$ cat src/rtl/seq_pkg.sv
// Shared definitions for the pattern serializer: FSM state encoding and
// the index-width helper that sizes the IDX port and the prescaler counter.
package seq_pkg;

   typedef enum logic {
      ST_IDLE = 1'b0,
      ST_RUN  = 1'b1
   } state_t;

   function automatic int unsigned idx_width(input int unsigned w);
      return (w <= 2) ? 1 : $clog2(w);
   endfunction

endpackage

$ cat src/rtl/seq_serializer_bit_tick.sv
// Bit-period prescaler: counts 0..DIV-1 and flags the terminal count so the
// serializer knows when to move to the next bit.
module bit_tick
   import seq_pkg::*;
#(
   parameter int unsigned DIV = 1
) (
   input  logic CLK,
   input  logic RST_N,
   input  logic clear,
   output logic tick
);

   localparam int unsigned CW = idx_width(DIV);
   localparam logic [CW-1:0] LAST = CW'(DIV - 1);

   logic [CW-1:0] r_cnt;

   always_ff @(posedge CLK or negedge RST_N) begin
      if (!RST_N) begin
         r_cnt <= '0;
      end else if (clear || tick) begin
         r_cnt <= '0;
      end else begin
         r_cnt <= r_cnt + CW'(1);
      end
   end

   assign tick = (r_cnt == LAST);

endmodule

$ cat src/rtl/seq_serializer.sv
// Shifts a latched switch pattern out on X, one bit per DIV cycles, LSB- or
// MSB-first. Define SEQ_SERIALIZER_PARITY_EN to append an even-parity bit.
module seq_serializer
   import seq_pkg::*;
#(
   parameter int unsigned WIDTH = 8,
   parameter int unsigned DIV   = 1
) (
   input  logic                          CLK,
   input  logic                          RST_N,
   input  logic [WIDTH-1:0]              PATTERN,
   input  logic                          START,
   input  logic                          ABORT,
   input  logic                          MSB_FIRST,
   input  logic                          LOOP,
   output logic                          X,
   output logic [WIDTH-1:0]              LEDS,
   output logic [idx_width(WIDTH)-1:0]   IDX,
   output logic                          BUSY,
   output logic                          DONE
);

   localparam int unsigned IW = idx_width(WIDTH);
   localparam logic [IW-1:0] IDX_TOP = IW'(WIDTH - 1);

   state_t           r_state;
   logic [WIDTH-1:0] r_shadow;
   logic             r_msb;
   logic [IW-1:0]    r_idx;
   logic             r_done;
`ifdef SEQ_SERIALIZER_PARITY_EN
   logic             r_par;
`endif

   logic          w_tick;
   logic          w_last_bit;
   logic          w_frame_end;
   logic [IW-1:0] w_first;
   logic [IW-1:0] w_next;

   // Held clear in IDLE so every frame starts on a fresh bit period.
   bit_tick #(.DIV(DIV)) u_tick (
      .CLK   (CLK),
      .RST_N (RST_N),
      .clear (r_state == ST_IDLE),
      .tick  (w_tick)
   );

   assign w_first    = MSB_FIRST ? IDX_TOP : '0;
   assign w_next     = r_msb ? (r_idx - IW'(1)) : (r_idx + IW'(1));
   assign w_last_bit = r_msb ? (r_idx == '0) : (r_idx == IDX_TOP);
`ifdef SEQ_SERIALIZER_PARITY_EN
   assign w_frame_end = w_tick && r_par;
`else
   assign w_frame_end = w_tick && w_last_bit;
`endif

   always_ff @(posedge CLK or negedge RST_N) begin
      if (!RST_N) begin
         r_state  <= ST_IDLE;
         r_shadow <= '0;
         r_msb    <= 1'b0;
         r_idx    <= '0;
         r_done   <= 1'b0;
`ifdef SEQ_SERIALIZER_PARITY_EN
         r_par    <= 1'b0;
`endif
      end else begin
         r_done <= 1'b0;
         case (r_state)
            ST_IDLE: begin
               if (START && !ABORT) begin
                  r_state  <= ST_RUN;
                  r_shadow <= PATTERN;
                  r_msb    <= MSB_FIRST;
                  r_idx    <= w_first;
               end
            end
            ST_RUN: begin
               if (ABORT) begin
                  r_state <= ST_IDLE;
                  r_idx   <= '0;
`ifdef SEQ_SERIALIZER_PARITY_EN
                  r_par   <= 1'b0;
`endif
               end else if (w_frame_end) begin
                  r_done <= 1'b1;
`ifdef SEQ_SERIALIZER_PARITY_EN
                  r_par  <= 1'b0;
`endif
                  if (LOOP) begin
                     r_shadow <= PATTERN;
                     r_msb    <= MSB_FIRST;
                     r_idx    <= w_first;
                  end else begin
                     r_state <= ST_IDLE;
                     r_idx   <= '0;
                  end
               end else if (w_tick) begin
`ifdef SEQ_SERIALIZER_PARITY_EN
                  // IDX parks on the last data bit while parity is shifted out.
                  if (w_last_bit) r_par <= 1'b1;
                  else            r_idx <= w_next;
`else
                  r_idx <= w_next;
`endif
               end
            end
         endcase
      end
   end

   always_comb begin
      X    = 1'b0;
      LEDS = '0;
      IDX  = '0;
      if (r_state == ST_RUN) begin
         IDX = r_idx;
`ifdef SEQ_SERIALIZER_PARITY_EN
         if (r_par) begin
            X = ^r_shadow;
         end else begin
            X    = r_shadow[r_idx];
            LEDS = WIDTH'(1) << r_idx;
         end
`else
         X    = r_shadow[r_idx];
         LEDS = WIDTH'(1) << r_idx;
`endif
      end
   end

   assign BUSY = (r_state == ST_RUN);
   assign DONE = r_done;

endmodule

$ cat config.mk
export PLATFORM = sky130hd
export DESIGN_NAME = seq_serializer
export DESIGN_NICKNAME = d
export VERILOG_FILES = /design/src/rtl/seq_pkg.sv /design/src/rtl/seq_serializer_bit_tick.sv /design/src/rtl/seq_serializer.sv
export SDC_FILE = /design/constraint.sdc
export NUM_CORES = 1
export LEC_CHECK = 0
export CAP_MARGIN = 20
export CORE_MARGIN = 3
export CORE_UTILIZATION = 45
export CTS_CLUSTER_SIZE = 40
export DETAILED_ROUTE_END_ITERATION = 8
export PLACE_DENSITY = 0.78
export SYNTH_ARGS = -nofsm -noshare
export SYNTH_HDL_FRONTEND = slang
export SYNTH_SLANG_ARGS = --single-unit
$ cat constraint.sdc
create_clock -name CLK -period 2.35 [get_ports CLK]
set_input_delay 0.47 -clock CLK [delete_from_list [all_inputs] [get_ports CLK]]
set_output_delay 0.47 -clock CLK [all_outputs]
set_load 0.01 [all_outputs]
==> results.txt <==
The flow ran to the end, and the final reports show no timing, DRC or antenna violations. Cell internal power was estimated by the tool at 587 uW. The number of sinks handled by clock tree synthesis came out at 15.

The via count of the first global-routing pass is 726, and the count of boundary I/O pins is 28. The tools report the launching instance or port of the critical path as r_idx[1]. For the post-CTS setup buffer count, the log shows 0. The switching power as a share of total power was 0.326.

The clock network fraction of design power was 0.175; the net load switching power was 284 uW. The die covers 2560 um2. The logs give 0 for the count of synthesis-stage warnings from yosys and 0 for the hold buffer count at CTS. The tools report the antenna diode instance count as 0.

The distinct cell type count of the synthesized netlist was 26; the number of synthesized register bits was 15. Clock-pin slew was measured on the worst setup and hold paths at 0.10 ns. The worst hold path begins at r_shadow[5]. The congestion estimate from routability-driven global placement came to 0.938. The clock root buffer was sky130_fd_sc_hd__clkbuf_4. In this run the mean area of a mapped cell was 11.0 um2. After detailed routing, the number of vias per cell comes to 5.40.

The combinational family with the most area after synthesis was multiplexers. Share of synthesized cell area in full adder, half adder and majority cells: 0.0224. For the effective utilization at floorplan, the log shows 0.496. The share of synthesized area occupied by flip-flops and latches is 0.420, and the area of the mapped netlist is 893 um2. The run gives 1.88 ns as the data required time at the worst endpoint. In this run the power density over the cells is 704 nW/um2. First-pass iteration count of the detailed router: 4. The run gives 745 as the via count. The core region is 1800 um2.

On the critical path the largest part of the delay comes from buffers and inverters. The net count of the finished layout is 129. Relative to the synthesized area, the layout overhead comes to 38.5%.

In this design, the stage delay of the slowest critical-path cell is 0.55 ns. The count of buffers added on input and output ports is 27. Measured along the x axis, the die boundary spans 50.6 um. The first global-routing pass estimated 3.51 mm of wire. TritonCTS built the clock tree. The predominant post-synthesis flop cell was sky130_fd_sc_hd__dfrtp_1. Along the worst path, the maximum fanout reaches 8. At the later pin of the worst-skew pair, clock insertion delay measures 0.29 ns.

The peak supply drop is 0.000484 V. On the critical path, the stage with the largest delay is an instance of sky130_fd_sc_hd__clkdlybuf4s50_1. The shortest clock period the worst path allows after layout came out at 2.27 ns. In the post-route analysis, the smallest setup slack over all paths is 0.0805 ns. The worst register-to-register path begins at r_idx[1].

The tools report the total number of placement rows as 15. The final-report max-slew violation count is 0. The critical path goes through buf_4 > nand2b_1 > nor2_1 > clkdlybuf4s50_1.

The core occupancy in the finished layout was 0.687; the final critical-path share of the clock period was 0.966. In the routed design, unresolved DRC markers number 0. Data arrives at the worst endpoint at 1.80 ns. For the H-tree depth, the log shows 1. The buffering stage count on the worst path with inverters included is 2. Dividing the detail-routed wire length by the instance count gives 14.9 um.

The setup skew after layout is 0.0130 ns. The logs give 0.180 for the global routing usage summed across all routing layers and 0 for the overall overflow remaining after global route. STA classifies the critical path endpoint as an output pin. For this run, the top clock speed supported by timing is 441 MHz. The tools report the number of antenna violations at the first check in global routing as 0.

Counting every net in the synthesized netlist gives 96. XOR/XNOR share of the synthesized area: 0.0196. The min-delay analysis places its worst path in the category reg -> reg. The area fraction in compound gates after synthesis works out to 0.109. The tools report the final hold violation count as 0.

By startpoint and endpoint, the worst setup path is classified as reg -> out. For the final routed database, the setup TNS stands at 0 ns. The total CTS buffers was 3. The floorplan step set the die height to 50.6 um. The maximum root-to-sink buffer count came out at 2. The final routed wirelength across all metal layers came out at 2.05 mm. The share of final-layout standard cells stronger than drive strength 1 was 0.204; the sum of net half-perimeters after detailed placement was 1.57 mm.

The tools report the number of nets with antenna violations after routing as 0. The first routing iteration left 16 violations. The setup violation total in the final timing report was 0. Prior to clock tree synthesis, the placed netlist has a worst setup slack of 0.206 ns. The tool flagged a number of max-cap violations equal to 0. Setup repair after global routing left no endpoint under its margin. Post-synthesis simple-gate area fraction: 0.174.

Relative max-transition margin: 0.555. The pin count of the biggest net entering global routing is 16. The share of async-settable or async-resettable flops after synthesis works out to 1.00.

The slew at the pin closest to its max-slew limit works out to 0.666 ns. The startpoint kind of the worst setup timing path is a flip-flop. Synthesis produced 81 cells. The mux contribution to synthesized area is 0.213.

The run gives 0.409 as the proportion of power drawn by flip-flops and latches. The analysis attributes to cell leakage a power of 0.000519 uW. The part of the total power dissipated in combinational logic was 0.416; the number of flops mapped to enable cells by yosys was 0.
-- layout by cell type, fill, tap and decap left out --
cell type	instances
sky130_fd_sc_hd__clkbuf_1	1
sky130_fd_sc_hd__nand4b_1	1
sky130_fd_sc_hd__buf_4	5
sky130_fd_sc_hd__inv_1	3
sky130_fd_sc_hd__or4b_1	1
sky130_fd_sc_hd__a2111oi_1	3
sky130_fd_sc_hd__nor4b_1	1
sky130_fd_sc_hd__o31a_1	1
sky130_fd_sc_hd__clkbuf_4	3
sky130_fd_sc_hd__a21o_2	1
sky130_fd_sc_hd__mux4_2	2
sky130_fd_sc_hd__nand2b_1	3
sky130_fd_sc_hd__nand3_1	2
sky130_fd_sc_hd__and2_1	2
sky130_fd_sc_hd__dfrtp_2	2
sky130_fd_sc_hd__mux2i_1	1
sky130_fd_sc_hd__nor3_1	3
sky130_fd_sc_hd__nand2_1	5
sky130_fd_sc_hd__a21oi_1	5
sky130_fd_sc_hd__clkdlybuf4s50_1	26
sky130_fd_sc_hd__dfrtp_1	13
sky130_fd_sc_hd__o22a_1	1
sky130_fd_sc_hd__nor2_1	12
sky130_fd_sc_hd__or2b_1	1
sky130_fd_sc_hd__conb_1	1
sky130_fd_sc_hd__o21ai_4	1
sky130_fd_sc_hd__fa_1	1
sky130_fd_sc_hd__mux2_4	9
sky130_fd_sc_hd__dlygate4sd2_1	1
sky130_fd_sc_hd__xnor2_1	2
-- state kept, by name, summed over array words and instances, names as in the netlist --
register	count
BUSY	1
DONE	1
r_idx	3
r_msb	1
r_shadow	8
u_tick.r_cnt	1
-- kinds of logic after synthesis --
| group | after synthesis |
|---|---|
| AOI/OAI and AO/OA | 12 |
| xor gates and xnor gates | 2 |
| and+or+nand+nor | 31 |
| other | 1 |
| buffers and inverters | 7 |
| DFF | 15 |
| adders and majority gates | 1 |
| muxes | 12 |
-- area by class of cell --
class,count,area [um2]
fillers,151,564
multi-input cells,59,484
flip-flops and latches,15,378
repair buffers,32,307
well taps,25,31.3
clock buffers,4,26.3
inverters,3,11.3
-- path summary, 6_finish.rpt --
kind	to	slack, ns	depth (start not counted)
hold / removal	r_shadow[5]	0.52	1
hold reg to reg	r_shadow[5]	0.52	1
setup / recovery	LEDS[1]	0.08	4
max in group asynchronous	r_idx[0]	1.31	1
min in group asynchronous	r_idx[2]	0.58	1
setup reg to reg	r_shadow[5]	0.21	4
-- repair_timing --
| item | CTS | global route |
|---|---|---|
| gates cloned | 0 | 0 |
| endpoints found under the setup margin | 1 | 1 |
| gates resized for setup | 2 | 1 |
-- synthesized netlist by cell type (all sizes together) (2+ instances only) --
cell type  instances  area (um2)
a2111oi            3        30.0
a21oi              5        25.0
and2               2        12.5
clkbuf             3        11.3
dfrtp             15         375
inv                3        11.3
mux2               9         135
mux4               2        45.0
nand2              5        18.8
nand2b             3        18.8
nand3              2        10.0
nor2              12        45.0
nor3               3        15.0
xnor2              2        17.5
-- routing by layer --
layer	GRT usage	wire length, um	share of wire
met5	0	0	0
met4	0.0448	14	0.0068
met3	0.0415	74	0.036
met2	0.287	1020	0.50
met1	0.246	938	0.46
-- worst register-to-register path, stage by stage (launching register included) --
cell and delay [ns]:
sky130_fd_sc_hd__dfrtp_1 0.48, sky130_fd_sc_hd__or4b_1 0.53, sky130_fd_sc_hd__a21o_2 0.26, sky130_fd_sc_hd__o21ai_4 0.41
sky130_fd_sc_hd__mux2_4 0.35
-- per-stage QoR --
stage / power, uW / hold WS [ns] / area [um2] / instances
floorplan: 594 / 0.174 / 893 / 81
global placement: 717 / 0.492 / 1210 / 134
detailed placement: 724 / 0.495 / 1210 / 134
CTS: 881 / 0.523 / 1240 / 138
global route: 931 / 0.543 / 1240 / 138
finish: 871 / 0.521 / 1240 / 138
-- power groups by stage --
stage               Combinational, uW  Clock, uW  Sequential, uW
CTS                               364        161             356
global route                      400        169             362
floorplan                         253          0             341
global placement                  359          0             358
finish                            363        153             356
detailed placement                364          0             359
Power figures use the tool's default switching activity.
